==> src/rtl/branch_link_ctrl.sv <==
// Branch-and-link sequencer: condition wait, NPC select, delay-slot tracking and link token pipe.
// Optional BRLINK_COUNT_EN adds taken_cnt/link_cnt event counters.
module branch_link_ctrl #(
    parameter int LINK_LAT = 3,
    parameter int LINK_REG = 31,
    parameter int AW       = 32
) (
    input  logic          clk,
    input  logic          rst_n,
    input  logic          freeze,
    input  logic          br_valid,
    input  logic          br_link,
    input  logic          cond_valid,
    input  logic          br_cond,
    input  logic [AW-1:0] id_pc,
    output logic          stall_out,
    output logic          npc_sel,
    output logic          link_we,
    output logic [4:0]    link_waddr,
    output logic [AW-1:0] link_wdata,
`ifdef BRLINK_COUNT_EN
    output logic [15:0]   taken_cnt,
    output logic [15:0]   link_cnt,
`endif
    output logic          dslot_err
);

    typedef enum logic [1:0] {
        S_IDLE  = 2'd0,
        S_WAIT  = 2'd1,
        S_DSLOT = 2'd2
    } state_e;

    localparam logic [AW-1:0] PC_OFS = AW'(8);

    state_e state_q, state_d;
    logic   resolve;

    logic [LINK_LAT-1:0] vld_q;
    logic [AW-1:0]       dat_q [LINK_LAT];
    logic [AW-1:0]       link_d;

    always_ff @(posedge clk or negedge rst_n) begin
        if (!rst_n) begin
            state_q <= S_IDLE;
        end else begin
            state_q <= state_d;
        end
    end

    always_comb begin
        state_d   = state_q;
        stall_out = 1'b0;
        resolve   = 1'b0;
        dslot_err = 1'b0;
        case (state_q)
            S_IDLE: begin
                if (br_valid) begin
                    if (cond_valid) begin
                        resolve = 1'b1;
                        state_d = S_DSLOT;
                    end else begin
                        stall_out = 1'b1;
                        state_d   = S_WAIT;
                    end
                end
            end
            S_WAIT: begin
                if (cond_valid) begin
                    resolve = 1'b1;
                    state_d = S_DSLOT;
                end else begin
                    stall_out = 1'b1;
                end
            end
            S_DSLOT: begin
                dslot_err = br_valid;
                state_d   = S_IDLE;
            end
            default: state_d = S_IDLE;
        endcase
        // A frozen cycle must not resolve; the branch retries once unfrozen
        if (freeze) begin
            state_d   = state_q;
            resolve   = 1'b0;
            dslot_err = 1'b0;
        end
    end

    assign npc_sel = resolve & br_cond;
    assign link_d  = id_pc + PC_OFS;

    always_ff @(posedge clk or negedge rst_n) begin
        if (!rst_n) begin
            vld_q <= '0;
            for (int i = 0; i < LINK_LAT; i++) begin
                dat_q[i] <= '0;
            end
        end else if (!freeze) begin
            for (int i = LINK_LAT - 1; i > 0; i--) begin
                vld_q[i] <= vld_q[i-1];
                dat_q[i] <= dat_q[i-1];
            end
            vld_q[0] <= resolve & br_link;
            dat_q[0] <= resolve ? link_d : '0;
        end
    end

    assign link_we    = vld_q[LINK_LAT-1];
    assign link_waddr = link_we ? 5'(LINK_REG) : 5'd0;
    assign link_wdata = dat_q[LINK_LAT-1];

`ifdef BRLINK_COUNT_EN
    logic [15:0] taken_q, lcnt_q;

    always_ff @(posedge clk or negedge rst_n) begin
        if (!rst_n) begin
            taken_q <= '0;
            lcnt_q  <= '0;
        end else if (!freeze) begin
            if (npc_sel && taken_q != 16'hFFFF) begin
                taken_q <= taken_q + 16'd1;
            end
            if (link_we && lcnt_q != 16'hFFFF) begin
                lcnt_q <= lcnt_q + 16'd1;
            end
        end
    end

    assign taken_cnt = taken_q;
    assign link_cnt  = lcnt_q;
`endif

endmodule

==> config.mk <==
export PLATFORM = sky130hd
export DESIGN_NAME = branch_link_ctrl
export DESIGN_NICKNAME = d
export VERILOG_FILES = /design/src/rtl/branch_link_ctrl.sv
export SDC_FILE = /design/constraint.sdc
export NUM_CORES = 1
export LEC_CHECK = 0
export CAP_MARGIN = 20
export CORE_UTILIZATION = 55
export CTS_BUF_LIST = sky130_fd_sc_hd__clkbuf_4
export CTS_CLUSTER_SIZE = 20
export DETAILED_ROUTE_END_ITERATION = 12
export PLACE_DENSITY = 0.83
export SLEW_MARGIN = 30
export SYNTH_ARGS = -nofsm -noshare
export SYNTH_HDL_FRONTEND = slang
export SYNTH_SLANG_ARGS = --single-unit
==> constraint.sdc <==
create_clock -name clk -period 1.77 [get_ports clk]
set_input_delay 0.354 -clock clk [delete_from_list [all_inputs] [get_ports clk]]
set_output_delay 0.354 -clock clk [all_outputs]
set_load 0.05 [all_outputs]
# ---- After elaboration in Yosys (flattened, before gate mapping)
# Cells that the tools add are included.
dict set report op_classes {
  reduce_logical 2
  n_bitwise 3
  n_eq_ne 4
  muxes 15
  addsub 1
}
# operator count
set ops {}
lappend ops {{32-bit by 4-bit adder with 32-bit output, second input constant} 1}
lappend ops {{32-bit two-way mux} 1}
lappend ops {{1-bit two-way mux} 7}
lappend ops {{2-bit two-way mux} 3}
lappend ops {{5-bit two-way mux} 1}
lappend ops {{2-bit != test, second input constant} 2}
lappend ops {{1-bit case mux with 2 select lines} 2}
lappend ops {{2-bit case mux with 2 select lines} 1}
lappend ops {{3-bit AND reduction} 1}
lappend ops {{1-bit AND} 2}
lappend ops {{2-bit by 1-bit == test with 1-bit output, second input constant} 1}
lappend ops {{2-bit == test, second input constant} 1}
lappend ops {{2-bit logical NOT} 1}
lappend ops {{1-bit NOT} 1}
dict set report word_totals {
  regBits 101
  in_bits 39
  elab_cells 30
  out_inout_bits 41
}

# ---- Logic depth before layout (Yosys ltp)
# Gate-level depths: netlist (run 1).
dict set report depth {
  ltp_word 5
  mapped_depth 7
  mapped_depth_nobuf 5
}

# ---- Least setup slack after synthesis (run 1)
# OpenSTA, ideal clock, no wires.
dict set report synth_timing {
  kind {input to output}
  startpoint {in freeze}
  endpoint {out dslot_err}
  t_arrival_ps 2445
  t_required_ps 1416
  path_slack_ps -1029
  n_path_buf 3
  cell_stages 4
  cell_sequence {clkbuf_1 clkbuf_1 clkbuf_1 nor4bb_1}
}
dict set report synth_between {
  elab_chain_cells 1
}
# item line
set synth_lines {}
lappend synth_lines {{start: declaration} 10} ;# input logic freeze,
lappend synth_lines {{1-bit two-way mux} 83} ;# if (freeze) begin
lappend synth_lines {{end: declaration} 25} ;# output logic dslot_err
# Every way passes these cells.

# ---- Final worst setup path (run 1)
dict set report layout_timing {
  startpoint {reg state_q[1]}
  endpoint {out npc_sel}
}
dict set report layout_between {
  elab_chain_cells 4
  elab_cells_between_ends 5
  classes_between {eq/ne: 1; mux: 2; bitwise: 1; reduce/logical: 1}
}
# item line
set layout_lines {}
lappend layout_lines {{start: declaration} 36} ;# state_e state_q, state_d;
lappend layout_lines {{start signal: assignment} 47} ;# state_q <= state_d;
lappend layout_lines {{2-bit by 1-bit == test with 1-bit output or 2-bit logical NOT (tied branches)} 56} ;# case (state_q)
lappend layout_lines {{1-bit case mux with 2 select lines (*)} 56}
lappend layout_lines {{1-bit two-way mux (*)} 83}
lappend layout_lines {{1-bit AND (*)} 90} ;# assign npc_sel = resolve & br_cond;
lappend layout_lines {{end: declaration} 17} ;# output logic npc_sel,
# Mark *: on every way between the ends. The rest lies on a longest branch, timed or not.

==> impl_metrics.csv, run 1 <==
group,metric,value,unit
placed_design,dp_slack,-0.813,ns
yosys,avgSynthCellArea,12.2,sq um
yosys,ys_top_cells_by_area,"dfrtp_1 (55%), mux2_2 (16%), buf_4 (6.2%), nand2_1 (2.8%), nand3_1 (2.1%)",
yosys,ys_ff_latch,101,
global_route,overflow,0,
yosys,synth_ff_type,"dfrtp_1",
die,rows,33,
route,drtIter0Drc,250,
sta,grt_setup_unrepaired,"true",
sta,period_needed,1.87,ns
worst_hold_path,min_path_cells,2,
yosys,yosys.cell_types.count,39,
power_and_ir_drop,cellPowerDensity,885,nW/um^2
cts,clock_latency,0.43,ns
yosys,ys_seq_area_frac,0.546,
global_route,met2_usage,0.369,
placed_design,dp_cells,559,
global_route,grt_max_degree,62,
sta,worst_pin_slew,0.537,ns
placed_design,port_buffers,79,
worst_setup_path,critPathLaunchType,"flop",
route,wl,9450,um
sta,setup_viol,3,
worst_setup_path,critical_path_class,"reg -> out",
route,final_antenna_net_count,0,
power_and_ir_drop,leakagePower,2.80,nW
placed_design,finalWeightedCongestion,0.894,
worst_setup_path,critPathArrivalTime,1.52,ns
sta,max_slew_margin,0.642,
cts,cts_tree,"done",
die,initial_utilization,0.566,
cts,cts_buffers,9,
route,viasPerCell,5.64,
yosys,yosysWarningCount,0,
sta,hold_viol,0,
final_layout,nets,513,
global_route,track_usage,0.236,
route,firstDrtPassIters,4,
global_route,met1_usage,0.323,
route,wl_per_cell,16.2,um
final_layout,drive_gt1_frac,0.425,
sta,max_freq,0.535,GHz
worst_setup_path,slowest_stage,"dfrtp_1",
worst_setup_path,cp_max_fo,3,
final_layout,syn2layout_area_growth,25.3,%
status,outcome,"finished, violations left",
die,coreArea,8180,sq um
worst_setup_path,path_cells,"o21bai_2, buf_6, nor2_4, and2_4, buf_12",
worst_setup_path,r2r_cells,4,
sta,maxSlewViolCount,0,
global_route,grt_util_met3,0.0421,
sta,fin_skew,0.0173,ns
route,drc,0,
yosys,synth_edf_count,0,
sta,holdWs,0.210,ns
final_layout,utilization,0.710,
placed_design,postPlaceCellArea,5570,sq um
final_layout,final_cell_mix,"dfrtp_1 (101), buf_4 (93), mux2_2 (66)",
final_layout,final_common_cell,"dfrtp_1",
route,vias,3290,
yosys,syn-num-nets,420,
global_route,antenna_found_initial,0,
cts,cts_buffer_depth,2,
sta,period_share,1.06,
power_and_ir_drop,power,5.14,mW
yosys,syn-instance-count,380,
worst_setup_path,crit_path_end_kind,"primary output",
cts,cts_sinks,101,
cts,cts_root_buf,"clkbuf_4",
sta,worst_slack,-0.101,ns
worst_setup_path,cp.required,1.42,ns
die,die_area,8790,sq um
yosys,netlist_area,4630,sq um
status,violations,"negative setup slack",
worst_setup_path,max_stage_delay,0.40,ns
placed_design,dp_hpwl,6440,um
die,ios,80,
global_route,grt_pass1_wl,15800,um
final_layout,fin_area,5800,sq um
die,die_width,93.8,um
final_layout,num_antenna_cells,0,
yosys,ys_async_sr_fraction,1.00,
worst_hold_path,hold_path_class,"in -> reg",
global_route,grt_pass1_vias,3234,
global_route,busiest_layer,"met2",
cts,htreeDepth,3,
power_and_ir_drop,ir_drop,0.000490,V
die,die_y,93.8,um
final_layout,final_cells,583,
sta,setup_tns,-0.222,ns
job,cap_violations,0,
cts,clk_pin_slew,0.15,ns
yosys,yosys.area.top_type,"dfrtp_1",
yosys,synth_top_cell_area_share,0.546,
[power breakdown]
group | internal, mW | leakage, nW | switching, mW
Clock | 0.579 | 0.0867 | 0.761
Sequential | 2.52 | 1.36 | 0.114
Combinational | 0.486 | 1.35 | 0.679
Total | 3.58 | 2.80 | 1.55
[routing by layer]
metal  share of wire  wire, um
met5               0         0
met4           0.023       213
met3           0.061       575
met2            0.49      4640
met1            0.42      4010
[final timing paths]
check                                start        endpoint  slack, ns
worst max-delay path            state_q[1]         npc_sel      -0.10
worst min-delay path              id_pc[3]       dat_q[67]       0.21
worst max register to register  state_q[1]       dat_q[90]       0.05
worst min register to register   dat_q[94]       dat_q[94]       0.50
max in group asynchronous            rst_n       dat_q[80]       1.03
min in group asynchronous            rst_n  link_wdata[24]       0.43
[what timing repair did]
item                       in CTS  in global routing
gates cloned                    2                  0
gates resized for setup        22                  7
setup endpoints to repair      18                 13
hold buffers                    1                  0
setup buffers                   5                  0
pin swaps                       7                  4
hold endpoints to repair      101                  0
[flip-flops by register name, summed over array words and instances (netlist names)]
| name | flops |
|---|---|
| vld_q | 3 |
| state_q | 2 |
| link_wdata | 32 |
| dat_q | 64 |
[final cells by class]
| cell class | instances | area [sq um] |
|---|---|---|
| Fill cell | 596 | 2370 |
| Clock buffer | 9 | 67.6 |
| Sequential cell | 101 | 2530 |
| Inverter | 3 | 11.3 |
| Tap cell | 105 | 131 |
| Clock inverter | 7 | 95.1 |
| Timing Repair Buffer | 138 | 1190 |
| Multi-Input combinational cell | 220 | 1790 |
[synthesized netlist by cell type (all sizes together) (4+ instances only)]
| library cell | instances |
|---|---|
| nor2 | 6 |
| o211ai | 11 |
| mux2 | 66 |
| and4 | 4 |
| clkbuf | 13 |
| or4 | 14 |
| o21ai | 14 |
| xnor2 | 9 |
| nor3 | 5 |
| nand4 | 9 |
| xor2 | 4 |
| nand2 | 34 |
| nand3 | 20 |
| a22o | 5 |
| dfrtp | 101 |
| buf | 44 |
[cell families after synthesis]
logic type,after synthesis,synth area share
AOI/OAI and AO/OA,38,0.0584
xor gates and xnor gates,13,0.0246
adders and majority gates,1,0.00270
buffers and inverters,61,0.0867
DFF,101,0.546
muxes,66,0.160
and+or+nand+nor,100,0.121
[critical path, delay by kind of cell (launching register included)]
| family | cells | cell delay [ns] |
|---|---|---|
| AO/OA/AOI/OAI | 1 | 0.20 |
| flip-flops | 1 | 0.40 |
| buffers and inverters | 2 | 0.26 |
| AND/OR/NAND/NOR | 2 | 0.24 |
No activity file was read; power rests on OpenSTA's default activity.
==> inputs of run 2 (changes only) <==
--- a/config.mk
+++ b/config.mk
@@ -6,11 +6,10 @@
 export NUM_CORES = 1
 export LEC_CHECK = 0
 export CAP_MARGIN = 20
-export CORE_UTILIZATION = 55
+export CORE_UTILIZATION = 33
 export CTS_BUF_LIST = sky130_fd_sc_hd__clkbuf_4
 export CTS_CLUSTER_SIZE = 20
 export DETAILED_ROUTE_END_ITERATION = 12
-export PLACE_DENSITY = 0.83
 export SLEW_MARGIN = 30
 export SYNTH_ARGS = -nofsm -noshare
 export SYNTH_HDL_FRONTEND = slang
==> impl_metrics.csv, run 2 (same netlist as run 1, synthesis figures left out) <==
group,metric,value,unit
power_and_ir_drop,pwr-share-clk,0.267,
global_route,met1_usage,0.190,
route,wl_per_cell,15.4,um
route,firstDrtPassIters,4,
worst_setup_path,critPathLaunchType,"flop",
global_route,grt_max_degree,46,
global_route,grt_pass1_wl,16700,um
die,die_width,120,um
global_route,grt_pass1_vias,3320,
power_and_ir_drop,leakagePower,2.83,nW
global_route,busiest_layer,"met2",
status,outcome,"finished, violations left",
global_route,antenna_found_initial,0,
final_layout,final_common_cell,"dfrtp_1",
sta,period_share,1.10,
power_and_ir_drop,p_int,3.60,mW
final_layout,fin_area,5950,sq um
cts,clk_pin_slew,0.15,ns
route,drtIter0Drc,133,
cts,cts_sinks,101,
worst_hold_path,hold_path_class,"in -> async",
final_layout,final_cells,660,
cts,cts_root_buf,"clkbuf_4",
sta,setup_tns,-0.471,ns
route,vias,3249,
cts,htreeDepth,3,
route,wl,10200,um
sta,max_freq,0.513,GHz
sta,setup_viol,3,
final_layout,syn2layout_area_growth,28.6,%
die,initial_utilization,0.344,
sta,worst_slack,-0.178,ns
global_route,met2_usage,0.236,
die,ios,80,
route,viasPerCell,4.92,
global_route,overflow,0,
route,drc,0,
final_layout,largest_register_ffs,64,
global_route,grt_util_met3,0.0335,
cts,cts_tree,"done",
worst_setup_path,cp.required,1.42,ns
placed_design,finalWeightedCongestion,0.808,
cts,cts_buffer_depth,2,
die,coreArea,13500,sq um
power_and_ir_drop,ir_drop,0.000308,V
status,violations,"negative setup slack",
sta,grt_setup_unrepaired,"true",
power_and_ir_drop,power.switching,1.61,mW
sta,hold_viol,0,
sta,worst_pin_slew,0.466,ns
worst_setup_path,critPathArrivalTime,1.59,ns
die,die_y,120,um
power_and_ir_drop,power,5.20,mW
final_layout,utilization,0.443,
sta,max_slew_margin,0.689,
cts,cts_buffers,9,
power_and_ir_drop,swShare,0.309,
placed_design,dp_cells,636,
die,die_area,14500,sq um
power_and_ir_drop,seqPwrFrac,0.506,
cts,clock_latency,0.47,ns
sta,maxSlewViolCount,0,
placed_design,dp_hpwl,6930,um
worst_setup_path,critical_path_class,"reg -> out",
die,rows,42,
placed_design,postPlaceCellArea,5710,sq um
sta,period_needed,1.95,ns
worst_setup_path,cp_max_fo,3,
sta,fin_skew,0.00704,ns
worst_setup_path,crit_path_end_kind,"primary output",
final_layout,drive_gt1_frac,0.422,
final_layout,largest_register,"dat_q",
power_and_ir_drop,cellPowerDensity,873,nW/um^2
final_layout,final_cell_mix,"dfrtp_1 (101), buf_4 (96), mux2_2 (66)",
power_and_ir_drop,pwr-share-comb,0.227,
final_layout,nets,518,
placed_design,port_buffers,79,
global_route,track_usage,0.150,
job,cap_violations,0,
route,final_antenna_net_count,0,
[run 2: worst paths after layout]
path / startpoint / endpoint / slack, ns / cells past startpoint
worst max register to register: state_q[1] / dat_q[84] / 0.07 / 5
max in group asynchronous: rst_n / dat_q[43] / 0.99 / 3
worst min-delay path: rst_n / vld_q[1] / 0.27 / 2
worst min register to register: dat_q[72] / dat_q[72] / 0.50 / 2
worst max-delay path: state_q[1] / npc_sel / -0.18 / 5
min in group clk: id_pc[3] / dat_q[67] / 0.33 / 2
[run 2: final cells by class]
class	count	area, sq um
antenna	1	2.50
clock buffer	9	67.6
clock inverter	7	98.8
fill	1277	7500
inverter	3	11.3
multi-input combinational	220	1790
sequential	101	2530
tap	176	220
timing repair buffer	143	1240
[run 2: power by group through the flow]
stage	clock, mW	sequential [mW]	combinational [mW]
floorplan	0	2.65	0.813
global placement	0	2.67	1.16
detailed placement	0	2.68	1.17
CTS	1.45	2.64	1.19
global route	1.54	2.67	1.26
finish	1.39	2.63	1.18
[run 2: layer usage]
metal | vias up | part of all wire
met5 | - | 0
met4 | 0 | 0.031
met3 | 19 | 0.043
met2 | 92 | 0.48
met1 | 1602 | 0.45
li1 | 1536 | -
[run 2: timing repair]
action	4_1_cts	5_1_grt
hold buffers	1	0
buffers inserted	3	1
endpoints found under the hold margin	34	0
pin swaps	7	0
gates resized for setup	24	0
setup endpoints to repair	18	4
cloned	2	0
[run 2: per-stage QoR]
stage | worst slack [ns] | hold WS, ns
final | -0.178 | 0.268
after global routing | -0.285 | 0.249
after CTS | -0.217 | 0.229
after detailed placement | -0.742 | 0.241
after global placement | -0.711 | 0.243
after floorplan | -0.0962 | 0.0584
[run 2: worst max-delay path, stage by stage (launching register included)]
cell and delay, ns:
dfrtp_1 0.41, o21bai_4 0.18, buf_6 0.13, nor2_4 0.11, and2_4 0.17, buf_12 0.13
==> inputs of run 3 (changes only) <==
--- a/config.mk
+++ b/config.mk
@@ -7,7 +7,7 @@
 export LEC_CHECK = 0
 export CAP_MARGIN = 20
 export CORE_UTILIZATION = 33
-export CTS_BUF_LIST = sky130_fd_sc_hd__clkbuf_4
+export CTS_BUF_LIST = sky130_fd_sc_hd__clkbuf_8
 export CTS_CLUSTER_SIZE = 20
 export DETAILED_ROUTE_END_ITERATION = 12
 export SLEW_MARGIN = 30
==> impl_metrics.csv, run 3 (same netlist as run 1, synthesis figures left out) <==
group,metric,value,unit
final_layout,final_common_cell,"dfrtp_1",
worst_setup_path,crit_path_end_kind,"primary output",
placed_design,dp_slack,-0.742,ns
global_route,grt_max_degree,46,
die,die_y,120,um
die,die_width,120,um
worst_hold_path,holdPathEnd,"dat_q[67]",
placed_design,port_buffers,79,
final_layout,fin_area,6020,sq um
worst_setup_path,slowest_stage,"dfrtp_1",
worst_setup_path,r2r_end,"dat_q[84]",
power_and_ir_drop,leakagePower,2.85,nW
global_route,track_usage,0.151,
power_and_ir_drop,ir_drop,0.000366,V
global_route,overflow,0,
sta,holdWs,0.249,ns
worst_setup_path,max_stage_delay,0.43,ns
global_route,grt_pass1_vias,3320,
power_and_ir_drop,cellPowerDensity,904,nW/um^2
sta,grt_setup_unrepaired,"true",
cts,clk_pin_slew,0.09,ns
worst_setup_path,cp_max_fo,2,
placed_design,dp_hpwl,6930,um
final_layout,largest_register,"dat_q",
final_layout,n_fill_cell,1271,
route,final_antenna_net_count,0,
final_layout,num_antenna_cells,0,
worst_setup_path,reg2reg_setup_slack,0.06,ns
die,coreArea,13500,sq um
cts,cts_sinks,101,
placed_design,dp_cells,636,
sta,maxSlewViolCount,0,
final_layout,drive_gt1_frac,0.432,
sta,max_slew_margin,0.686,
global_route,grt_pass1_wl,16700,um
sta,max_freq,0.559,GHz
worst_setup_path,crit_family,"flip-flops",
final_layout,nets,519,
cts,cts_buffer_depth,2,
global_route,antenna_found_initial,0,
placed_design,finalWeightedCongestion,0.808,
job,cap_violations,0,
worst_setup_path,worstSetupPathDepth,3,
final_layout,final_cells,660,
sta,hold_viol,0,
cts,clock_latency,0.38,ns
route,wl_per_cell,15.5,um
worst_setup_path,timing.rr.start,"state_q[1]",
sta,setup_viol,2,
placed_design,postPlaceCellArea,5710,sq um
cts,htreeDepth,3,
route,vias,3235,
worst_setup_path,critical_path_class,"reg -> out",
sta,worst_pin_slew,0.471,ns
sta,period_needed,1.79,ns
worst_setup_path,r2r_cells,5,
sta,worst_slack,-0.0195,ns
worst_hold_path,hp-start,"id_pc[3]",
final_layout,seq_area,2530,sq um
die,die_area,14500,sq um
die,rows,42,
worst_setup_path,cp_num_buf_inv,2,
worst_setup_path,startpoint,"state_q[0]",
route,wl,10200,um
route,drtIter0Drc,113,
worst_hold_path,hold_path_class,"in -> reg",
cts,cts_buffers,9,
worst_setup_path,critPathLaunchType,"flop",
final_layout,final_cell_mix,"dfrtp_1 (101), buf_4 (98), mux2_2 (66)",
route,firstDrtPassIters,4,
final_layout,syn2layout_area_growth,30.0,%
status,outcome,"finished, violations left",
final_layout,utilization,0.447,
die,initial_utilization,0.344,
worst_setup_path,path_cells,"buf_6, nor4bb_4, buf_12",
route,viasPerCell,4.90,
final_layout,multi_input_area,1800,sq um
worst_setup_path,cp.required,1.42,ns
status,violations,"negative setup slack",
cts,cts_root_buf,"clkbuf_8",
worst_hold_path,min_path_cells,2,
worst_setup_path,critPathArrivalTime,1.44,ns
cts,cts_tree,"done",
route,drc,0,
sta,fin_skew,0.00376,ns
sta,period_share,1.01,
die,ios,80,
final_layout,largest_register_ffs,64,
-- run 3: cell count changes in the layout (fill, tap and decap cells not counted), moves of 2 or more --
cell and delta:
buf_4 +2, dlygate4sd2_1 -3, clkbuf_4 -9, clkdlybuf4s15_1 +2
clkbuf_2 +2, clkbuf_8 +9
-- run 3: cell type report --
class | count | area share
Clock buffer | 9 | 0.0206
Clock inverter | 7 | 0.0164
Inverter | 3 | 0.00187
Multi-Input combinational cell | 220 | 0.299
Sequential cell | 101 | 0.420
Tap cell | 176 | 0.0366
Timing Repair Buffer | 144 | 0.205
-- run 3: per-stage QoR --
step	TNS, ns	power, mW
6_report	-0.0357	5.44
5_1_grt	-0.164	5.73
4_1_cts	-0.0594	5.51
3_5_place_dp	-10.72	3.85
3_3_place_gp	-9.89	3.83
2_1_floorplan	-0.173	3.46
-- run 3: power by group --
group          total [mW]  internal, mW  leakage (nW)  switching (mW)
combinational        1.17         0.491          1.38           0.682
clock                1.64         0.803         0.110           0.834
sequential           2.63          2.52          1.36           0.115
-- run 3: routing by layer --
layer,vias to the layer above,GRT usage,part of all wire
met5,-,0,0
met4,0,0.0802,0.026
met3,15,0.0420,0.051
met2,79,0.233,0.47
met1,1604,0.191,0.45
li1,1537,-,-
-- run 3: how the worst max path moves through the flow --
stage | end | slack [ns]
after floorplan | dslot_err | -0.1
after global placement | dat_q[89] | -0.71
after detailed placement | dat_q[89] | -0.74
after CTS | npc_sel | -0.03
after global routing | npc_sel | -0.08
final | dslot_err | -0.02
-- run 3: repair_timing --
| item | in CTS | in global routing |
|---|---|---|
| setup endpoints to repair | 18 | 16 |
| resized for setup | 23 | 11 |
| pin swaps | 7 | 4 |
| hold buffers | 1 | 0 |
| cloned | 2 | 0 |
| setup buffers | 6 | 0 |
| endpoints found under the hold margin | 15 | 0 |
